### src/rtl/mem_stage.sv
// Memory-access pipeline stage: issues data-memory requests over a req/gnt/rvalid
// bus, aligns store data, formats load data and registers the write-back triple.
module mem_stage (
  input  logic        clk,
  input  logic        rst_n,
  input  logic [4:0]  m_regfile_waddr_i,
  input  logic [31:0] m_regfile_rd_i,
  input  logic        m_regfile_wr_i,
  input  logic [31:0] m_data_addr_i,
  input  logic        m_data_rd_i,
  input  logic        m_data_wr_i,
  input  logic [1:0]  m_data_write_transfer_i,
  input  logic [2:0]  m_LOAD_op_i,
  input  logic        m_is_load_store_i,
  input  logic        stall_general_i,
  output logic        dmem_req_o,
  output logic        dmem_we_o,
  output logic [31:0] dmem_addr_o,
  output logic [3:0]  dmem_be_o,
  output logic [31:0] dmem_wdata_o,
  input  logic        dmem_gnt_i,
  input  logic        dmem_rvalid_i,
  input  logic [31:0] dmem_rdata_i,
  output logic [4:0]  w_regfile_waddr_o,
  output logic [31:0] w_regfile_wd_o,
  output logic        w_regfile_wr_o,
  output logic        mem_busy_o,
  output logic        misalign_o
);

  // state | meaning
  // IDLE  | no access outstanding; accepts a new access
  // REQ   | request on the bus, waiting for grant
  // RESP  | load granted, waiting for rvalid
  // DONE  | access finished but pipeline held by an unrelated stall
  typedef enum logic [1:0] {S_IDLE, S_REQ, S_RESP, S_DONE} state_t;

  state_t      state_q, state_d;
  logic        access, misaligned;
  logic [1:0]  size;
  logic [3:0]  be_d;
  logic [31:0] wdata_d, sh, ld_fmt, ld_buf;
  logic        req_load, capture, done_load;

  assign access = m_is_load_store_i & (m_data_rd_i | m_data_wr_i);

  always_comb begin
    size = 2'd2;
    if (m_data_wr_i) begin
      size = m_data_write_transfer_i;
    end else begin
      case (m_LOAD_op_i)
        3'b000, 3'b100: size = 2'd0;
        3'b001, 3'b101: size = 2'd1;
        default:        size = 2'd2;
      endcase
    end
  end

  always_comb begin
    misaligned = 1'b0;
    be_d       = 4'b1111;
    wdata_d    = m_regfile_rd_i;
    case (size)
      2'd0: begin
        be_d    = 4'b0001 << m_data_addr_i[1:0];
        wdata_d = {4{m_regfile_rd_i[7:0]}};
      end
      2'd1: begin
        misaligned = m_data_addr_i[0];
        be_d       = 4'b0011 << m_data_addr_i[1:0];
        wdata_d    = {2{m_regfile_rd_i[15:0]}};
      end
      default: misaligned = |m_data_addr_i[1:0];
    endcase
    misaligned = misaligned & access;
  end

  assign sh = dmem_rdata_i >> {m_data_addr_i[1:0], 3'b000};

  always_comb begin
    case (m_LOAD_op_i)
      3'b000:  ld_fmt = {{24{sh[7]}}, sh[7:0]};
      3'b100:  ld_fmt = {24'd0, sh[7:0]};
      3'b001:  ld_fmt = {{16{sh[15]}}, sh[15:0]};
      3'b101:  ld_fmt = {16'd0, sh[15:0]};
      3'b010:  ld_fmt = dmem_rdata_i;
      default: ld_fmt = 32'd0;
    endcase
  end

  always_comb begin
    state_d    = state_q;
    mem_busy_o = 1'b0;
    req_load   = 1'b0;
    capture    = 1'b0;
    case (state_q)
      S_IDLE: begin
        if (access && misaligned) begin
          if (stall_general_i) state_d = S_DONE;
        end else if (access) begin
          mem_busy_o = 1'b1;
          req_load   = 1'b1;
          state_d    = S_REQ;
        end
      end
      S_REQ: begin
        mem_busy_o = 1'b1;
        if (dmem_gnt_i) begin
          if (dmem_we_o) begin
            mem_busy_o = 1'b0;
            state_d    = stall_general_i ? S_DONE : S_IDLE;
          end else begin
            state_d = S_RESP;
          end
        end
      end
      S_RESP: begin
        mem_busy_o = 1'b1;
        if (dmem_rvalid_i) begin
          mem_busy_o = 1'b0;
          capture    = 1'b1;
          state_d    = stall_general_i ? S_DONE : S_IDLE;
        end
      end
      S_DONE: begin
        if (!stall_general_i) state_d = S_IDLE;
      end
      default: state_d = S_IDLE;
    endcase
  end

  always_ff @(posedge clk or negedge rst_n) begin
    if (!rst_n) begin
      state_q      <= S_IDLE;
      dmem_req_o   <= 1'b0;
      dmem_we_o    <= 1'b0;
      dmem_addr_o  <= 32'd0;
      dmem_be_o    <= 4'd0;
      dmem_wdata_o <= 32'd0;
      ld_buf       <= 32'd0;
      done_load    <= 1'b0;
      misalign_o   <= 1'b0;
    end else begin
      state_q    <= state_d;
      misalign_o <= (state_q == S_IDLE) && misaligned;
      if (req_load) begin
        dmem_req_o   <= 1'b1;
        dmem_we_o    <= m_data_wr_i;
        dmem_addr_o  <= {m_data_addr_i[31:2], 2'b00};
        dmem_be_o    <= be_d;
        dmem_wdata_o <= wdata_d;
      end else if (state_q == S_REQ && dmem_gnt_i) begin
        dmem_req_o <= 1'b0;
      end
      // ld_buf is only meaningful for write-back while the stage parks in DONE
      if (capture) begin
        ld_buf    <= ld_fmt;
        done_load <= 1'b1;
      end else if (state_q != S_DONE) begin
        done_load <= 1'b0;
      end
    end
  end

  always_ff @(posedge clk or negedge rst_n) begin
    if (!rst_n) begin
      w_regfile_waddr_o <= 5'd0;
      w_regfile_wd_o    <= 32'd0;
      w_regfile_wr_o    <= 1'b0;
    end else if (!stall_general_i) begin
      w_regfile_waddr_o <= m_regfile_waddr_i;
      w_regfile_wr_o    <= m_regfile_wr_i & ~misaligned;
      if (capture)                            w_regfile_wd_o <= ld_fmt;
      else if (state_q == S_DONE && done_load) w_regfile_wd_o <= ld_buf;
      else                                    w_regfile_wd_o <= m_regfile_rd_i;
    end
  end

endmodule

### config.mk
export PLATFORM = sky130hd
export DESIGN_NAME = mem_stage
export DESIGN_NICKNAME = d
export VERILOG_FILES = /design/src/rtl/mem_stage.sv
export SDC_FILE = /design/constraint.sdc
export NUM_CORES = 1
export LEC_CHECK = 0
export CAP_MARGIN = 20
export CORE_MARGIN = 2
export CORE_UTILIZATION = 42
export CTS_CLUSTER_SIZE = 20
export DETAILED_ROUTE_END_ITERATION = 12
export GPL_ROUTABILITY_DRIVEN = 1
export GPL_TIMING_DRIVEN = 0
export PLACE_DENSITY = 0.77
export SLEW_MARGIN = 20
export SYNTH_ARGS = -nofsm -noshare
export SYNTH_HDL_FRONTEND = slang
export SYNTH_SLANG_ARGS = --single-unit
### constraint.sdc
create_clock -name clk -period 3.42 [get_ports clk]
set_clock_uncertainty 0.05 [all_clocks]
set_input_delay 1.026 -clock clk [delete_from_list [all_inputs] [get_ports clk]]
set_output_delay 1.026 -clock clk [all_outputs]
set_load 0.005 [all_outputs]
==> results of run 1 <==
-- placed cells by master (no fill, tap or decap), drive strengths merged, types with 3 or more instances in the layout --
cell type	count
a22o	7
a21oi	22
nand2	243
nor3	5
o22ai	19
nand2b	4
dlymetal6s2s	3
nand3	9
clkdlybuf4s50	210
o221ai	7
and3	3
dfrtp	142
nor2b	5
a211oi	8
nor2	75
clkbuf	63
a22oi	23
clkinvlp	3
a221o	16
mux2i	3
o21ai	15
o21a	8
clkinv	6
a31oi	33
mux2	13
inv	9
a2111oi	20
a21o	5
buf	34
o31ai	5
nor3b	3
-- flip-flops by register name (all words and copies together) (netlist names) --
| signal | count |
|---|---|
| dmem_we_o | 1 |
| dmem_addr_o | 30 |
| ld_buf | 32 |
| done_load | 1 |
| w_regfile_waddr_o | 5 |
| w_regfile_wd_o | 32 |
| misalign_o | 1 |
| dmem_req_o | 1 |
| dmem_wdata_o | 32 |
| dmem_be_o | 4 |
| w_regfile_wr_o | 1 |
| state_q | 2 |
-- report_power, final --
group | switching [mW] | internal, mW | total (mW)
Combinational | 1.19 | 1.54 | 2.73
Clock | 0.713 | 1.03 | 1.74
Sequential | 0.432 | 2.39 | 2.82
Total | 2.33 | 4.96 | 7.30
-- kinds of logic (layout without fill, tap and decap cells) --
group | after synthesis | count (layout) | synth area share
AOI/OAI and AO/OA | 195 | 195 | 0.204
xor gates and xnor gates | 1 | 1 | 0.00126
buffers and inverters | 74 | 330 | 0.0493
DFF | 142 | 142 | 0.511
muxes | 17 | 17 | 0.0286
other | 1 | 2 | 0.000540
and+or+nand+nor | 353 | 353 | 0.205
-- worst max-delay path, cell delays in order --
cell	delay (ns)
clkbuf_4	0.20
mux2_4	0.35
a21oi_4	0.23
o21ai_4	0.09
clkbuf_8	0.14
o211ai_1	0.06
buf_2	0.16
-- per-stage QoR --
stage                      util  hold slack, ns
final                     0.615           0.419
after global routing      0.615           0.446
after CTS                 0.612           0.426
after detailed placement  0.575           0.412
after global placement    0.573           0.407
after floorplan               -           0.400
-- timing repair --
item | in CTS | in global routing
hold buffers | 0 | 0
setup buffers | 4 | 3
cloned | 0 | 0
endpoints found under the setup margin | 1 | 1
pin swaps | 2 | 4
resized for setup | 15 | 10
-- path summary, 6_finish.rpt --
kind / to / from / slack [ns] / cells past startpoint
min in group asynchronous: dmem_addr_o[31] / rst_n / 0.52 / 1
min: dmem_addr_o[22] / dmem_addr_o[22] / 0.42 / 2
max in group asynchronous: ld_buf[14] / rst_n / 2.06 / 2
max: mem_busy_o / m_data_wr_i / 0.08 / 7
max reg2reg: ld_buf[30] / state_q[1] / 1.13 / 6
min reg2reg: dmem_addr_o[22] / dmem_addr_o[22] / 0.42 / 2
-- layer usage --
metal	track usage	vias up	part of all wire
li1	-	3239	-
met1	0.370	3385	0.42
met3	0.0582	39	0.084
met5	0	-	0
met2	0.446	386	0.47
met4	0.0998	0	0.026
-- layout make-up --
type                            instances  area share
Sequential cell                       142       0.352
Multi-Input combinational cell        568       0.308
Timing Repair Buffer                  225       0.223
Clock buffer                           21      0.0456
Buffer                                 65      0.0319
Tap cell                              220      0.0273
Clock inverter                         10     0.00892
Inverter                                9     0.00335
==> metrics, run 1 <==
via/cell ratio=~5.6; CTS Buffer Depth=2; most frequent cell after synthesis=nand2_1; H-tree Lvls=4; worst hold-check path type=flip-flop to flip-flop; FILL cells=1,379; vias in the first global route=6,757; Avg Cell Area, Syn=between 8 and 9 sq um; Clk pin slew, worst setup/hold paths=around 0.060 ns; setup_tns=0 ns; Worst EP required=roughly 2.3 ns; clock sinks=142; Rel. slew slack=0.410; Buffers on Ports=217; P&R area growth vs syn=45.3%; CP Capture Type=output port; NumNets Final=roughly 1,100; DR WL/cell=about 19 um; Total Routing Usage GR=0.276; IO Pins=around 230; CTS tree=yes; Power Dens Cells=723 nW/um^2; RSZ-0062 raised after global routing=false; Final Cell Area=10,100 sq um; top post-synthesis cells by area=dfrtp_1, nand2_1, nor2_1, a31oi_1, a22oi_1; Crit Path Class=primary input to output port; Synthesis Warnings=0; Layout Cells excl Fill=1,260; leakage=4.43 nW; largest net degree at the start of global routing=73; setup ws final=roughly 0.075 ns; GP Congestion=0.947; Async S/R FF share, synth=1.00; pre-CTS setup slack=-1.32 ns; Yosys top cell by area=dfrtp_1; Routed Antenna Nets=0; Die Span Y=about 130 um; Cell variety after synth=52; critical-path maximum fanout=10; Final Hold Viols=0; status=finished, final reports clean; Cells after DPL=1,222; Data arrival, critical path=approximately 2.3 ns; clk_lat worst skew=0.42 ns; total die area=17,600 sq um; DRC=0; Post-synth top cells=nand2_1, dfrtp_1, nor2_1; Slew Limit Fails=0; # Max-Cap Violations=0; period utilisation layout=0.978; EDFF count, synth=0; FP Rows=47; Post-Route WL=between 20,000 and 25,000 um; Core Area=16,400 sq um; placement-stage cell area=between 9000 and 10,000 sq um; DRT iter0 DRCs=741; Peak supply drop=403 uV; detailed placement HPWL=between 15,000 and 20,000 um; # setup viols final=0; Die W=133 um; CTS Root Cell=clkbuf_16; via count=7,049; Multi-input gate area=3110 sq um; Syn Std Cell Area=6950 sq um; post-synthesis cell count=783; dominant register cell in the synthesized netlist=dfrtp_1; minimum clock period=approximately 3.3 ns; layout cells sized above 1=0.0837; sequential share of the synthesized area=0.511; Critical Path Start Type=primary input; initial antenna violation count=0; Synth top area share=0.511; register area=3550 sq um; total grt overflow=0; Tot Pwr=about 7.3 mW; slew of the pin with the lowest slew margin=0.860 ns; starting density of the core=0.424; Max Clk Rate=299 MHz; Initial DRT Pass Iterations=8; TritonCTS Buffers=17; first-pass GRT wire length=37,700 um; Synth Register Bits=142; number of inserted diodes=0
(Power assumes the default switching activity.)
==> run 2, diff against run 1 <==
- CORE_UTILIZATION: 42 -> 50
- PLACE_DENSITY: 0.77 -> 0.86
- clock period: 3.42 -> 4.18 ns (I/O delays scaled with it)
==> run 2 against run 1 <==
  * Total power is 17% lower
  * Design area is 0.73% lower
  * Critical endpoint unchanged
  * Largest cell class unchanged
  * Cell count is 3.6% lower
  * Routed wire length is 0.70% higher
==> metrics, run 2 (synthesis gave the netlist of run 1 again) <==
Data arrival, critical path=roughly 2.8 ns; clk_lat worst skew=0.43 ns; Switching Fraction=0.319; switching power total=1.93 mW; total die area=14,900 sq um; Clk pin slew, worst setup/hold paths=0.06 ns; DRC=0; critical-path maximum fanout=10; P&R area growth vs syn=44.2%; setup_tns=0 ns; most common cell after layout, fill and taps aside=nand2_1; Tot Pwr=6.05 mW; register area=3550 sq um; number of inserted diodes=0; biggest registers after layout=dmem_wdata_o x32, ld_buf x32, w_regfile_wd_o x32; Buffers on Ports=217; CTS Buffer Depth=2; status=finished, final reports clean; most frequent cells in the layout=nand2_1, clkdlybuf4s50_1, dfrtp_1; clock sinks=approximately 140; Multi-input gate area=3090 sq um; hold buffer count at cts=0; Clock power frac=0.242; first-pass GRT wire length=approximately 37,000 um; detailed placement HPWL=18,400 um; DRT iter0 DRCs=770; Post-Route WL=around 25,000 um; CP Capture Type=output port; # Max-Cap Violations=0; Int Pwr=4.12 mW; period utilisation layout=0.992; TritonCTS Buffers=17; FP Rows=43; Final Hold Viols=0; Crit Path Class=primary input to output port; starting density of the core=0.507; Worst EP required=2.88 ns; vias in the first global route=6,756; Rel. slew slack=0.404; leakage=around 4.4 nW; largest net degree at the start of global routing=87; via count=approximately 7,200; Slew Limit Fails=0; Die W=122 um; GP Congestion=between 0.9 and 1; Routed Antenna Nets=0; Peak supply drop=345 uV; Die Span Y=122 um; CTS tree=yes; combinational power share=0.374; Total Routing Usage GR=0.335; layout cells sized above 1=0.0773; H-tree Lvls=4; Initial DRT Pass Iterations=6; initial antenna violation count=0; minimum clock period=4.15 ns; via/cell ratio=between 5 and 6; total grt overflow=0; Critical Path Start Type=primary input; sequential group share of total power=0.384; Power Dens Cells=between 600 and 700 nW/um^2; FILL cells=1,006; Max Clk Rate=241 MHz; RSZ-0062 raised after global routing=false; CTS Root Cell=clkbuf_16; # setup viols final=0; slew of the pin with the lowest slew margin=0.886 ns; NumNets Final=1,139; worst hold-check path type=flip-flop to flip-flop; Core Area=13,700 sq um; setup ws final=0.0339 ns; IO Pins=roughly 230; pre-CTS setup slack=-1.04 ns; DR WL/cell=20.3 um
[run 2: cell types whose count changed in the layout (fill, tap and decap cells not counted), sizes merged]
cell | before | now
clkinv | 6 | 3
clkdlybuf4s15 | 1 | 0
clkinvlp | 3 | 2
clkbuf | 63 | 65
buf | 34 | 30
dlygate4sd2 | 0 | 2
clkdlybuf4s50 | 210 | 213
dlymetal6s2s | 3 | 1
inv | 9 | 8
[run 2: per-stage QoR]
step,instance area [sq um],utilization,instances,hold WS (ns)
after floorplan,6950,-,784,0.400
after global placement,9350,0.682,1181,0.407
after detailed placement,9380,0.684,1182,0.411
after CTS,10000,0.730,1215,0.425
after global routing,10000,0.731,1215,0.443
final,10000,0.731,1215,0.423
[run 2: worst paths after layout]
path	start	endpoint	slack, ns	depth (start not counted)
min	dmem_addr_o[26]	dmem_addr_o[26]	0.42	2
min in group asynchronous	rst_n	dmem_wdata_o[10]	0.70	1
max reg2reg	state_q[0]	w_regfile_wd_o[22]	1.86	6
max in group asynchronous	rst_n	w_regfile_wr_o	2.62	2
min reg2reg	dmem_addr_o[26]	dmem_addr_o[26]	0.42	2
max	m_data_write_transfer_i[0]	mem_busy_o	0.03	7
[run 2: worst max-delay path: stages]
cell and delay, ns:
clkdlybuf4s50_1 0.54, nor2_1 0.08, a21o_1 0.22, o21ai_4 0.18, clkbuf_8 0.19, o211ai_1 0.09, dlygate4sd2_1 0.29
[run 2: routing by layer]
metal	part of all wire	global-route usage	up-vias	routed length [um]
li1	-	-	3232	-
met1	0.38	0.424	3449	9480
met2	0.47	0.540	468	11700
met3	0.099	0.0810	68	2430
met4	0.041	0.162	0	1010
met5	0	0	-	0
[run 2: power groups by stage]
stage | clock, mW | combinational (mW) | sequential (mW)
after floorplan | 0 | 0.882 | 2.29
after global placement | 0 | 2.15 | 2.30
after detailed placement | 0 | 2.22 | 2.32
after CTS | 1.47 | 2.25 | 2.31
after global routing | 1.53 | 2.45 | 2.37
final | 1.46 | 2.26 | 2.32
[run 2: area by class of cell]
cell class	count	share of cell area
Clock inverter	5	0.00549
Clock buffer	25	0.0514
Buffer	65	0.0318
Sequential cell	142	0.355
Timing Repair Buffer	221	0.222
Inverter	9	0.00337
Tap cell	180	0.0225
Multi-Input combinational cell	568	0.309
[run 2: timing repair]
item,4_1_cts,5_1_grt
setup endpoints to repair,1,1
pin swaps,2,1
setup buffers,3,0
gates cloned,0,0
resized for setup,11,3
